==> src/rtl/fighter_anim_ctrl.sv <==
// Per-fighter animation/action sequencer: frame-strobed FSM that selects the
// sprite ROM index and flags the damage-dealing window of punches and kicks.
module fighter_anim_ctrl #(
   parameter int unsigned PUNCH_FRAMES = 6,
   parameter int unsigned KICK_FRAMES  = 8,
   parameter int unsigned HIT_FRAMES   = 10,
   parameter int unsigned ACTIVE_START = 2,
   parameter int unsigned ACTIVE_LEN   = 2,
   parameter int unsigned WALK_TOGGLE  = 4
) (
   input  logic       Clk,
   input  logic       Reset,
   input  logic       frame_clk,
   input  logic       move_left,
   input  logic       move_right,
   input  logic       punch_req,
   input  logic       kick_req,
   input  logic       got_hit,
   input  logic [7:0] health,
   output logic [2:0] sprite,
   output logic       attack_active,
   output logic       attack_start,
   output logic       busy
);

   localparam int unsigned CNT_W = 4;
   localparam int unsigned SPR_W = 3;

   localparam logic [CNT_W-1:0] PUNCH_LAST = CNT_W'(PUNCH_FRAMES - 1);
   localparam logic [CNT_W-1:0] KICK_LAST  = CNT_W'(KICK_FRAMES - 1);
   localparam logic [CNT_W-1:0] HIT_LAST   = CNT_W'(HIT_FRAMES - 1);
   localparam logic [CNT_W-1:0] WALK_LAST  = CNT_W'(WALK_TOGGLE - 1);
   localparam logic [CNT_W-1:0] ACT_FIRST  = CNT_W'(ACTIVE_START);
   localparam logic [CNT_W-1:0] ACT_LAST   = CNT_W'(ACTIVE_START + ACTIVE_LEN - 1);
   localparam logic [CNT_W-1:0] CNT_MAX    = '1;

   typedef enum logic [2:0] {
      S_IDLE  = 3'd0,
      S_WALK  = 3'd1,
      S_PUNCH = 3'd2,
      S_KICK  = 3'd3,
      S_HIT   = 3'd4,
      S_KO    = 3'd5
   } state_e;

   state_e             state_q, state_d, req_state;
   logic [CNT_W-1:0]   cnt_q, cnt_d;
   logic               phase_q, phase_d;
   logic               frame_q;
   logic               tick;
   logic               ko;
   logic [SPR_W-1:0]   sprite_q, sprite_d;
   logic               active_q, active_d;
   logic               start_q, start_d;
   logic               busy_q, busy_d;

   assign tick = frame_clk & ~frame_q;
   assign ko   = (health == 8'd0);

   // State, counter and registered outputs
   always_ff @(posedge Clk) begin
      if (Reset) begin
         state_q  <= S_IDLE;
         cnt_q    <= '0;
         phase_q  <= 1'b0;
         frame_q  <= 1'b0;
         sprite_q <= '0;
         active_q <= 1'b0;
         start_q  <= 1'b0;
         busy_q   <= 1'b0;
      end else begin
         state_q  <= state_d;
         cnt_q    <= cnt_d;
         phase_q  <= phase_d;
         frame_q  <= frame_clk;
         sprite_q <= sprite_d;
         active_q <= active_d;
         start_q  <= start_d;
         busy_q   <= busy_d;
      end
   end

   // Next state, frame counter and walk phase; everything holds between ticks
   always_comb begin
      state_d   = state_q;
      cnt_d     = cnt_q;
      phase_d   = phase_q;
      req_state = S_IDLE;
      if (ko)                          req_state = S_KO;
      else if (got_hit)                req_state = S_HIT;
      else if (punch_req)              req_state = S_PUNCH;
      else if (kick_req)               req_state = S_KICK;
      else if (move_left ^ move_right) req_state = S_WALK;
      if (tick) begin
         case (state_q)
            S_IDLE, S_WALK: state_d = req_state;
            S_PUNCH: begin
               if (ko)                        state_d = S_KO;
               else if (got_hit)              state_d = S_HIT;
               else if (cnt_q == PUNCH_LAST)  state_d = S_IDLE;
            end
            S_KICK: begin
               if (ko)                        state_d = S_KO;
               else if (got_hit)              state_d = S_HIT;
               else if (cnt_q == KICK_LAST)   state_d = S_IDLE;
            end
            S_HIT: begin
               if (ko)                        state_d = S_KO;
               else if (cnt_q == HIT_LAST)    state_d = S_IDLE;
            end
            S_KO:    state_d = S_KO;
            default: state_d = S_IDLE;
         endcase
         if (state_d != state_q) begin
            cnt_d   = '0;
            phase_d = 1'b0;
         end else if (state_q == S_WALK && cnt_q == WALK_LAST) begin
            cnt_d   = '0;
            phase_d = ~phase_q;
         end else if (cnt_q != CNT_MAX) begin
            cnt_d = cnt_q + CNT_W'(1);
         end
      end
   end

   // Output decode from the upcoming state so outputs land with the state change
   always_comb begin
      sprite_d = '0;
      active_d = 1'b0;
      busy_d   = 1'b0;
      case (state_d)
         S_WALK:  sprite_d = phase_d ? SPR_W'(2) : SPR_W'(1);
         S_PUNCH: begin sprite_d = SPR_W'(3); busy_d = 1'b1; end
         S_KICK:  begin sprite_d = SPR_W'(4); busy_d = 1'b1; end
         S_HIT:   begin sprite_d = SPR_W'(5); busy_d = 1'b1; end
         S_KO:    begin sprite_d = SPR_W'(6); busy_d = 1'b1; end
         default: sprite_d = '0;
      endcase
      if ((state_d == S_PUNCH || state_d == S_KICK) &&
          cnt_d >= ACT_FIRST && cnt_d <= ACT_LAST)
         active_d = 1'b1;
      start_d = active_d & ~active_q;
   end

   assign sprite        = sprite_q;
   assign attack_active = active_q;
   assign attack_start  = start_q;
   assign busy          = busy_q;

endmodule

==> config.mk <==
export PLATFORM = sky130hd
export DESIGN_NAME = fighter_anim_ctrl
export DESIGN_NICKNAME = d
export VERILOG_FILES = /design/src/rtl/fighter_anim_ctrl.sv
export SDC_FILE = /design/constraint.sdc
export NUM_CORES = 1
export LEC_CHECK = 0
export CORE_ASPECT_RATIO = 0.8
export CORE_MARGIN = 10
export CORE_UTILIZATION = 54
export CTS_CLUSTER_DIAMETER = 50
export CTS_CLUSTER_SIZE = 25
export DETAILED_ROUTE_END_ITERATION = 16
export GPL_ROUTABILITY_DRIVEN = 0
export PLACE_DENSITY = 0.84
export SETUP_SLACK_MARGIN = 0.02
export SYNTH_ARGS = -nofsm -noshare
export SYNTH_HDL_FRONTEND = slang
export SYNTH_SLANG_ARGS = --single-unit
==> constraint.sdc <==
create_clock -name Clk -period 4.95 [get_ports Clk]
set_input_delay 0.7425 -clock Clk [delete_from_list [all_inputs] [get_ports Clk]]
set_output_delay 0.7425 -clock Clk [all_outputs]
set_load 0.01 [all_outputs]
Yosys cells after proc, flatten, opt, wreduce, memory -nomap -nowiden
Index checks and enable logic that the tools add are counted.
{"block": "word_totals", "ram_bits": 0, "mem_count": 0, "latchBits": 0, "regBits": 15, "out_inout_bits": 6, "elab_cells": 68, "input_bits": 16, "romBits": 0}
{"block": "op_classes", "n_addsub": 1, "eq_ne": 16, "n_div": 0, "order_cmp": 2, "reduce_logical": 8, "bitwise": 6, "n_mux": 27, "mul": 0, "n_shift": 0}
{"cell": "3-bit 2-to-1 mux", "n": 12}
{"cell": "3-bit case mux with 5 select lines", "n": 2}
{"cell": "4-bit 2-to-1 mux", "n": 4}
{"cell": "3-bit by 2-bit == test with 1-bit output (second input constant)", "n": 4}
{"cell": "3-bit == test (second input constant)", "n": 4}
{"cell": "4-bit by 3-bit == test with 1-bit output (second input constant)", "n": 2}
{"cell": "8-bit zero test", "n": 1}
{"cell": "3-bit by 1-bit == test with 1-bit output (second input constant)", "n": 2}
{"cell": "1-bit 2-to-1 mux", "n": 6}
{"cell": "2-bit 2-to-1 mux", "n": 3}
{"cell": "4-bit by 1-bit adder with 4-bit output (second input constant)", "n": 1}
{"cell": "4-bit by 2-bit == test with 1-bit output (second input constant)", "n": 1}
{"cell": "4-bit == test (second input constant)", "n": 1}
{"cell": "4-bit by 2-bit greater-or-equal comparator with 1-bit output (second input constant)", "n": 1}
{"cell": "4-bit by 2-bit <= comparator with 1-bit output (second input constant)", "n": 1}
{"cell": "4-bit inequality test (second input constant)", "n": 1}
{"cell": "4-bit OR reduction", "n": 1}
{"cell": "1-bit logical AND", "n": 3}
{"cell": "3-bit zero test", "n": 1}
{"cell": "3-bit inequality test", "n": 1}
{"cell": "1-bit inverter", "n": 3}
{"cell": "1-bit bitwise AND", "n": 2}
{"cell": "2-bit OR reduction", "n": 1}
{"cell": "1-bit logical OR", "n": 1}
{"cell": "1-bit XOR", "n": 1}

Depth between registers and ports, before layout
Gate-level depths: netlist of the first run.
{"block": "logic_depth", "depth_word": 16, "ltp_mapped": 9, "mapped_depth_nobuf": 8}

Least setup slack after synthesis of the first run
OpenSTA, ideal clock, no wires.
{"block": "synth_timing", "path_type": "input port to flip-flop", "from": "in health[1]", "to": "reg sprite_q[0], in the netlist sprite[0]", "setup_slack_ns": 2.552, "arrival_ns": 2.303, "setup_time_ns": 0.095, "n_path_buf": 1, "t_required_ns": 4.855, "path_stages": 7, "path_cell_list": "nor4_4 a21oi_2 a221o_2 and2_1 buf_4 a31o_1 o311ai_1"}
{"block": "synth_via", "elab_chain_cells": 9, "elab_cells_between_ends": 18, "classes_between": "6 x eq/ne; 11 x mux; 1 x reduce/logical"}
{"item": "start, declared", "line": "19", "rtl": "input logic [7:0] health,"}
{"item": "8-bit zero test (*)", "line": "58", "rtl": "assign ko = (health == 8'd0);"}
{"item": "3-bit 2-to-1 mux (on tied branches)"}
{"item": "3-bit case mux with 5 select lines (*)", "line": "95", "rtl": "case (state_q)"}
{"item": "3-bit 2-to-1 mux (*)", "line": "94", "rtl": "if (tick) begin"}
{"item": "3-bit inequality test", "line": "114", "rtl": "if (state_d != state_q) begin"}
{"item": "1-bit 2-to-1 mux", "line": "114"}
{"item": "1-bit 2-to-1 mux", "line": "94"}
{"item": "2-bit 2-to-1 mux", "line": "132", "rtl": "S_WALK: sprite_d = phase_d ? SPR_W'(2) : SPR_W'(1);"}
{"item": "3-bit case mux with 5 select lines (*)", "line": "131", "rtl": "case (state_d)"}
{"item": "end signal, assigned", "line": "76", "rtl": "sprite_q <= sprite_d;"}
{"item": "end, declared", "line": "52", "rtl": "logic [SPR_W-1:0] sprite_q, sprite_d;"}
Every way passes the cells marked *; elsewhere a longest branch is shown, timed or not. The select of a mux whose other input is x is not followed.
A chain may end at the register's enable or synchronous reset.

Worst setup path in the final report of the first run
{"block": "layout_timing", "from": "in health[5]", "to": "reg active_q, in the netlist attack_active"}
{"block": "layout_via", "elab_chain_cells": 11, "elab_cells_between_ends": 19, "classes_between": "2 x order compare; 3 x eq/ne; 10 x mux; 4 x reduce/logical"}
{"item": "8-bit zero test (*)", "line": "58"}
{"item": "3-bit 2-to-1 mux (on tied branches)"}
{"item": "3-bit case mux with 5 select lines (*)", "line": "95"}
{"item": "3-bit 2-to-1 mux (*)", "line": "94"}
{"item": "3-bit inequality test", "line": "114"}
{"item": "4-bit 2-to-1 mux", "line": "114"}
{"item": "4-bit 2-to-1 mux", "line": "94"}
{"item": "4-bit by 2-bit greater-or-equal comparator with 1-bit output", "line": "140", "rtl": "cnt_d >= ACT_FIRST && cnt_d <= ACT_LAST)"}
{"item": "1-bit logical AND", "line": "139", "rtl": "if ((state_d == S_PUNCH || state_d == S_KICK) &&"}
{"item": "1-bit logical AND (*)", "line": "140"}
{"item": "1-bit 2-to-1 mux (*)", "line": "139"}
{"item": "end signal, assigned", "line": "77", "rtl": "active_q <= active_d;"}
{"item": "end, declared", "line": "53", "rtl": "logic active_q, active_d;"}
Marks and branches as above.

==> impl_results.md, run 1 <==
* Post-CTS setup buffer count at 0
* Area contributors post-synth: dfxtp_1, a21oi_1, nor4_4
* Pre-CTS setup slack at 1.80 ns
* Detailed Route WL at 2670 um
* CP Max Fanout at 7
* Worst Path Arrival at 3.02 ns
* Register Area at 300 um2
* Post-CTS Hold Buffers at 0
* Routed Antenna Nets at 0
* Clock buffer depth at 2
* Final period util at 57.6%
* Via/cell ratio at 6.28
* Fillers at 158
* CP Capture Type: flip-flop
* Dpl hpwl at 2100 um
* Count of input and output buffers at 21
* Hold_sp: attack_active
* Number of global-route vias before repair at 997
* Initial DRC count at 83
* Status: complete, no violations
* Final Worst Setup Slack at 2.10 ns
* Fin crit period at 2.85 ns
* Vias at 1036
* I/O pin total at 22
* List of most frequent post-synthesis cells: dfxtp_1, nand2_1, a21oi_1, nor2_1, nor3_1
* Root Driver: clkbuf_4
* Seq cells post-synth at 15
* CTS clk-pin slew, worst paths at 0.09 ns
* Site row count at 14
* Cell Area, Synth at 1070 um2
* Syn_area_per_cell at 8.71 um2
* Core ar. at 1870 um2
* Top-area cell type share of the netlist area at 28.0%
* Pleak at 0.439 nW
* Layout net count at 160
* Chip width at 69.8 um
* Slew Limit Headroom at 63.7%
* Setup CP Type: input port to flip-flop
* Post-CTS resize count at 0
* Adder-Cell Fraction of Synth Area at 2.34%
* Area grow syn2layout at 20.6%
* Initial Util at 57.1%
* N_diodes at 0
* Pins Over Slew Limit at 0
* Peak supply drop at 139 uV
* Syn_nets at 141
* Compound-gate portion of the synthesized area at 26.4%
* Clk Latency, worst-skew pair at 0.29 ns
* Critical Path Source: health[5]
* Simple-gate share of the synthesized area at 36.2%
* EDFF count, synth at 0
* Final setup violation count at 0
* Final Hold Fails at 0
* Fmax at 351 MHz
* Layout Skew at 0.00196 ns
* Unrepaired setup endpoints after global routing: false
* Final setup TNS at 0 ns
* Post-synthesis mux area share at 1.05%
* Hold Path Class: flip-flop to flip-flop
* Global-route usage over all layers at 13.1%
* Largest family of logic cells by synthesized area: simple AND/OR/NAND/NOR gates
* H-Tree Depth at 1
* Sequential area share after synthesis at 28.0%
* Sink Count at 15
* Main synth FF type: dfxtp_1
* Share of cells above drive strength 1 at 12.8%
* Synth area leader: dfxtp_1
* Startpoint types: input port
* Critical path required time at 5.12 ns
* Slew @ Worst Pin at 0.543 ns
* Largest net degree at the start of global routing at 16
* Die H at 59.8 um
* Gr ovfl total at 0
* Syn. warnings at 0
* P per Cell Area at 205 nW/um2
* First-pass GRT wire length at 4580 um
* Initial antenna violation count at 0
* Synthesized instance count at 123
* DIE AREA at 4180 um2
* Most instantiated library cell after synthesis: dfxtp_1
* First-pass DRT Iterations at 4
* Multi-input logic area at 716 um2
* Max Cap Viol at 0
* Critical R2R Launch: cnt_q[0]
* WL/cell at 16.2 um
* Post-synthesis cell type count at 55
* DRC Markers at 0
* Num CTS Buffers at 3
* TritonCTS clock tree: done
* Asr flop ratio synth at 0%
* XOR/XNOR share of the synthesized area at 0.818%
## registers in the layout, summed over array words and instances, names as in the netlist
register and flops:
phase_q 1, state_q 3, busy 1, frame_q 1, sprite 3, cnt_q 4
attack_active 1, attack_start 1
## cell families (layout without fill, tap and decap cells)
group,count (synthesis),in the layout
AOI/OAI and AO/OA,37,37
xor gates and xnor gates,1,1
adders and majority gates,2,2
buffers and inverters,9,27
DFF,15,15
muxes,1,1
and+or+nand+nor,58,58
## cell type report
| class | instances | area share, % |
|---|---|---|
| Inverter | 2 | 0.581 |
| Clock buffer | 3 | 1.74 |
| Multi-Input combinational cell | 99 | 55.4 |
| Timing Repair Buffer | 21 | 16.3 |
| Clock inverter | 1 | 0.388 |
| Tap cell | 24 | 2.33 |
| Sequential cell | 15 | 23.3 |
## routing by layer
metal  share of wire (%)  up-vias  wire (um)  track usage [%]
met5                   0        -          0                0
met4                 1.1        0         30             4.78
met2                  51       35       1360             22.5
met1                  42      483       1120             15.2
met3                 6.2        7        165             4.14
li1                    -      511          -                -
## critical path: stages
cell	delay, ns
clkdlybuf4s50_1	0.44
nor4_4	0.41
a21oi_1	0.16
a211oi_1	0.30
and2_1	0.33
a41oi_2	0.18
a2111oi_1	0.44
## metrics by stage
step / hold WS (ns) / cell area (um2) / util, % / power [W] / instances
floorplan: 0.496 / 1070 / - / 0.000172 / 123
global placement: 0.495 / 1260 / 67.4 / 0.000196 / 161
detailed placement: 0.503 / 1260 / 67.4 / 0.000198 / 161
CTS: 0.516 / 1290 / 68.9 / 0.000267 / 165
global route: 0.538 / 1290 / 68.9 / 0.000280 / 165
finish: 0.516 / 1290 / 68.9 / 0.000265 / 165
## power by group
part / internal [W] / switching, W
sequential: 0.000126 / 0.00000531
combinational: 0.0000314 / 0.0000330
clock: 0.0000301 / 0.0000396
## cell usage in the layout (no fill, tap or decap), types with 2 or more instances in the layout
cell and count:
o2111ai_1 2, ha_1 2, nand2_1 10, dfxtp_1 15, a31oi_1 3, and2_1 3, a21oi_1 9, nor4_4 2
nand3_1 4, a2111oi_1 2, nand3b_1 3, and3_1 2, nor2b_1 2, clkdlybuf4s50_1 21, or4_1 2, nor3_1 5
nor4_1 3, o21ai_0 2, nor2_1 9, or2_2 2, clkbuf_4 3, o211ai_1 2, inv_1 2
## final timing paths
path	endpoint	slack (ns)	cells past startpoint
setup / recovery	attack_active	2.10	7
hold / removal	attack_start	0.52	2
setup reg to reg	attack_active	2.47	7
hold reg to reg	attack_start	0.52	2
Power figures use the tool's default switching activity.
==> run 2, diff against run 1 <==
--- a/config.mk
+++ b/config.mk
@@ -7,12 +7,12 @@
 export LEC_CHECK = 0
 export CORE_ASPECT_RATIO = 0.8
 export CORE_MARGIN = 10
-export CORE_UTILIZATION = 54
+export CORE_UTILIZATION = 50
 export CTS_CLUSTER_DIAMETER = 50
 export CTS_CLUSTER_SIZE = 25
 export DETAILED_ROUTE_END_ITERATION = 16
 export GPL_ROUTABILITY_DRIVEN = 0
-export PLACE_DENSITY = 0.84
+export PLACE_DENSITY = 0.78
 export SETUP_SLACK_MARGIN = 0.02
 export SYNTH_ARGS = -nofsm -noshare
 export SYNTH_HDL_FRONTEND = slang
==> constraint.sdc (replaced) <==
create_clock -name Clk -period 2.8 [get_ports Clk]
set_input_delay 0.42 -clock Clk [delete_from_list [all_inputs] [get_ports Clk]]
set_output_delay 0.42 -clock Clk [all_outputs]
set_load 0.01 [all_outputs]
==> run 2 against run 1 <==
  * Non-clock buffer count rose by 1
  * Critical endpoint is now attack_start
  * Via count rose by 1.3%
  * Core utilization fell by 2.8 points
  * Design area rose by 0.48%
  * Die area rose by 5.5%
  * Sequential share of layout area fell by 0.11 points
==> impl_results.md, run 2 (same netlist as run 1, synthesis figures left out) <==
* Root Driver: clkbuf_4
* Clk Latency, worst-skew pair at 0.28 ns
* Unrepaired setup endpoints after global routing: false
* Initial antenna violation count at 0
* Status: complete, no violations
* Largest net degree at the start of global routing at 16
* Vias at 1049
* Fin crit period at 2.49 ns
* Worst Path Arrival at 2.66 ns
* Chip width at 71.7 um
* Slew @ Worst Pin at 0.534 ns
* Share of cells above drive strength 1 at 12.7%
* Most frequent cells in the layout: clkdlybuf4s50_1, dfxtp_1, nand2_1
* First-pass GRT wire length at 4510 um
* Count of input and output buffers at 21
* Num CTS Buffers at 3
* Largest register FFs at 4
* H-Tree Depth at 1
* Via/cell ratio at 6.32
* Detailed Route WL at 2640 um
* Die H at 61.4 um
* Startpoint types: input port
* Fmax at 402 MHz
* Site row count at 14
* Pre-CTS setup slack at 0.0475 ns
* Final Hold Fails at 0
* P per Cell Area at 361 nW/um2
* Post-CTS setup buffer count at 0
* Global-route usage over all layers at 12.4%
* Initial DRC count at 116
* Final setup TNS at 0 ns
* Critical Path, Cell by Cell: clkdlybuf4s50_1 > nor4_4 > a21oi_1 > a211oi_1 > and2_1 > a41oi_2 > a2111oi_1
* Layout net count at 161
* I/O pin total at 22
* Final setup violation count at 0
* Final Worst Setup Slack at 0.312 ns
* CP Capture Type: flip-flop
* Sink Count at 15
* Layout Skew at 0.00719 ns
* Final period util at 88.8%
* Core ar. at 1960 um2
* Top reg by flops: cnt_q
* Post-CTS resize count at 0
* Area grow syn2layout at 21.1%
* Slew Limit Headroom at 64.3%
* Clock buffer depth at 2
* Buf/Inv on CP at 1
* CP Max Fanout at 7
* WL/cell at 15.9 um
* Routed Antenna Nets at 0
* Initial Util at 54.6%
* DRC Markers at 0
* Pleak at 0.441 nW
* TritonCTS clock tree: done
* Max Cap Viol at 0
* CP peak stage delay at 0.44 ns
* Delay-heaviest family, CP: compound AO/OA/AOI/OAI gates
* Dpl hpwl at 2100 um
* Critical path required time at 2.97 ns
* Setup CP Type: input port to flip-flop
* Commonest non-fill, non-tap cell in the layout: clkdlybuf4s50_1
* Hold Path Class: flip-flop to flip-flop
* Pins Over Slew Limit at 0
* First-pass DRT Iterations at 4
* CTS clk-pin slew, worst paths at 0.09 ns
* Peak supply drop at 287 uV
* Number of global-route vias before repair at 938
* Crit-path slowest cell: clkdlybuf4s50_1
* Gr ovfl total at 0
* Post-CTS Hold Buffers at 0
* N_diodes at 0
* DIE AREA at 4400 um2
==> run 2: cell type report <==
class	count	area (um2)
multi-input combinational	99	716
sequential	15	300
inverter	2	7.51
clock buffer	4	26.3
tap	24	30.0
fill	174	664
timing repair buffer	22	218
==> run 2: power breakdown <==
part	switching, W	total, W	leakage (nW)	internal [W]
clock	0.0000667	0.000122	0.0150	0.0000553
combinational	0.0000587	0.000115	0.304	0.0000565
sequential	0.00000980	0.000232	0.122	0.000222
==> run 2: final timing paths <==
check / startpoint / end / slack [ns] / cells after the start
worst max-delay path: health[1] / attack_start / 0.31 / 7
worst min-delay path: attack_active / attack_start / 0.51 / 2
worst max register to register: cnt_q[0] / attack_start / 0.37 / 7
worst min register to register: attack_active / attack_start / 0.51 / 2
==> run 2: worst register-to-register path: stages (launching register included) <==
cell and delay, ns:
dfxtp_1 0.39, ha_1 0.31, and4b_4 0.23, nor4b_4 0.30, a221o_2 0.23, and2_1 0.28
a41oi_2 0.18, a2111oi_1 0.40
==> run 2: stage by stage <==
step / power (W) / area, um2 / cells / util, % / hold slack [ns]
floorplan: 0.000304 / 1070 / 123 / - / 0.496
CTS: 0.000472 / 1300 / 166 / 66.1 / 0.513
detailed placement: 0.000350 / 1270 / 162 / 64.8 / 0.500
global placement: 0.000348 / 1270 / 162 / 64.8 / 0.493
global route: 0.000496 / 1300 / 166 / 66.1 / 0.550
finish: 0.000469 / 1300 / 166 / 66.1 / 0.509
==> run 2: metal layers <==
layer	track usage (%)	wire length, um	vias up
met5	0	0	-
met4	3.31	25	0
met3	3.38	119	4
met2	20.0	1270	21
met1	16.0	1230	508
li1	-	-	516
==> run 3, diff against run 2 <==
--- a/config.mk
+++ b/config.mk
@@ -7,12 +7,11 @@
 export LEC_CHECK = 0
 export CORE_ASPECT_RATIO = 0.8
 export CORE_MARGIN = 10
-export CORE_UTILIZATION = 50
+export CORE_UTILIZATION = 30
 export CTS_CLUSTER_DIAMETER = 50
 export CTS_CLUSTER_SIZE = 25
 export DETAILED_ROUTE_END_ITERATION = 16
 export GPL_ROUTABILITY_DRIVEN = 0
-export PLACE_DENSITY = 0.78
 export SETUP_SLACK_MARGIN = 0.02
 export SYNTH_ARGS = -nofsm -noshare
 export SYNTH_HDL_FRONTEND = slang
==> run 3 against run 2 <==
  * Register-to-register slack got worse by 0.06 ns
  * Non-clock buffer count is the same
  * Worst setup slack worse by 0.074 ns
  * Worst hold slack better by 0.017 ns
  * Sequential share of layout area is 0.73 points lower
  * Maximum frequency down 2.9%
  * Highest routed layer unchanged
  * Critical path depth unchanged
  * Die area increased by 45%
  * Global-route usage decreased by 3.4 points
==> impl_results.md, run 3 (same netlist as run 1, synthesis figures left out) <==
* Post-layout instance area at 1340 um2
* Status: complete, no violations
* Final Util at 39.1%
* Delay-heaviest family, CP: compound AO/OA/AOI/OAI gates
* Critical R2R Launch: cnt_q[1]
* Flop2flop setup slack at 0.31 ns
* Hold Path Class: flip-flop to flip-flop
* Layout net count at 161
* Switching pwr at 0.000144 W
* Share of cells above drive strength 1 at 13.4%
* Fin crit period at 2.56 ns
* Final setup violation count at 0
* Post-CTS setup buffer count at 0
* Critical Path, Cell by Cell: clkdlybuf4s50_1 > nor4_4 > a21oi_1 > a211oi_1 > and2_1 > a41oi_2 > a2111oi_1
* Levels on crit path at 7
* Site row count at 19
* DRC Markers at 0
* Via/cell ratio at 5.70
* Peak supply drop at 296 uV
* Num CTS Buffers at 3
* Top reg by flops: cnt_q
* Startpoint types: input port
* R2r endpoint: attack_start
* Multi-input logic area at 716 um2
* TritonCTS clock tree: done
* Setup CP Type: input port to flip-flop
* Chip width at 86.8 um
* Unrepaired setup endpoints after global routing: false
* Vias at 1048
* WL/cell at 14.6 um
* Number of global-route vias before repair at 1014
* CP peak stage delay at 0.44 ns
* Post-CTS resize count at 0
* Most frequent cells in the layout: clkdlybuf4s50_1, dfxtp_1, nand2_1
* Worst Path Arrival at 2.68 ns
* Largest register FFs at 4
* Die H at 73.4 um
* DIE AREA at 6370 um2
* Fmax at 390 MHz
* N_diodes at 0
* Count of input and output buffers at 21
* Initial DRC count at 63
* Worst R2R Path Depth at 8
* Root Driver: clkbuf_8
* CTS clk-pin slew, worst paths at 0.06 ns
* Post-DP Area at 1290 um2
* Internal power at 0.000377 W
* Clock share of power at 33.5%
* Fillers at 370
* Dpl hpwl at 2120 um
* Critical Path Source: health[1]
* CP Max Fanout at 7
* Flop pwr share at 44.5%
* Sink Count at 15
* Area grow syn2layout at 25.1%
* Buf/Inv on CP at 1
* Commonest non-fill, non-tap cell in the layout: clkdlybuf4s50_1
* Switching portion of total power at 27.6%
* H-Tree Depth at 1
* Final period util at 91.5%
* Detailed Route WL at 2680 um
* I/O pin total at 22
* Layout Skew at 0.00291 ns
* Setup crit end: attack_start
* Initial Util at 31.3%
* Routed Antenna Nets at 0
* Max Cap Viol at 0
* Gr ovfl total at 0
* Pleak at 0.452 nW
* Post-CTS Hold Buffers at 0
* CP Capture Type: flip-flop
* Global-route usage over all layers at 8.99%
* Initial antenna violation count at 0
* Final Hold Fails at 0
* First-pass GRT wire length at 4760 um
* Pins Over Slew Limit at 0
* Slew Limit Headroom at 65.7%
* Slew @ Worst Pin at 0.513 ns
* First-pass DRT Iterations at 4
* Clk Latency, worst-skew pair at 0.25 ns
* Combinational share of power at 22.1%
* Register Area at 300 um2
* Crit-path slowest cell: clkdlybuf4s50_1
* P per Cell Area at 389 nW/um2
* Core ar. at 3420 um2
* Critical path required time at 2.92 ns
* Clock buffer depth at 2
* Largest net degree at the start of global routing at 16
[run 3: changes by cell type in the layout (fill, tap and decap cells not counted)]
| cell | change |
|---|---|
| clkbuf_8 | +3 |
| clkbuf_4 | -3 |
| clkinv_2 | +1 |
| clkbuf_1 | -1 |
[run 3: cell type report]
| cell class | instances | share of cell area [%] |
|---|---|---|
| multi-input cells | 99 | 53.4 |
| flip-flops and latches | 15 | 22.4 |
| repair buffers | 22 | 16.2 |
| well taps | 42 | 3.92 |
| clock buffers | 3 | 3.08 |
| inverters | 2 | 0.560 |
| clock inverters | 1 | 0.373 |
[run 3: power by group through the flow]
| stage | Clock, W | Combinational (W) | Sequential [W] |
|---|---|---|---|
| floorplan | 0 | 0.0000709 | 0.000233 |
| global route | 0.000189 | 0.000128 | 0.000233 |
| finish | 0.000175 | 0.000115 | 0.000232 |
| detailed placement | 0 | 0.000114 | 0.000236 |
| CTS | 0.000182 | 0.000115 | 0.000232 |
| global placement | 0 | 0.000112 | 0.000236 |
[run 3: how the worst min path moves through the flow]
stage                   end           from  cells past startpoint  slack (ns)
4_1_cts        attack_start  attack_active                      2        0.53
5_1_grt        attack_start  attack_active                      2        0.55
2_1_floorplan      cnt_q[0]       cnt_q[0]                      2        0.50
3_5_place_dp   attack_start  attack_active                      2        0.52
6_report       attack_start  attack_active                      2        0.53
3_3_place_gp   attack_start  attack_active                      2        0.50
[run 3: through the flow]
step / cells / hold slack (ns) / setup slack, ns / TNS (ns) / total power [W]
global placement: 180 / 0.502 / 0.111 / 0 / 0.000348
floorplan: 123 / 0.496 / 0.647 / 0 / 0.000304
detailed placement: 180 / 0.516 / -0.0115 / -0.0115 / 0.000350
global route: 184 / 0.548 / 0.0814 / 0 / 0.000550
finish: 184 / 0.525 / 0.239 / 0 / 0.000521
CTS: 184 / 0.527 / 0.236 / 0 / 0.000528
[run 3: layer usage]
metal	vias up	GRT usage, %	routed length, um
li1	513	-	-
met1	506	11.4	1170
met2	25	14.5	1350
met3	4	3.20	146
met4	0	1.44	12
met5	-	0	0
[run 3: worst min-delay path, cell delays in order, from the launching register on]
cell and delay (ns):
dfxtp_1 0.32, or2_2 0.11, a2111oi_1 0.05
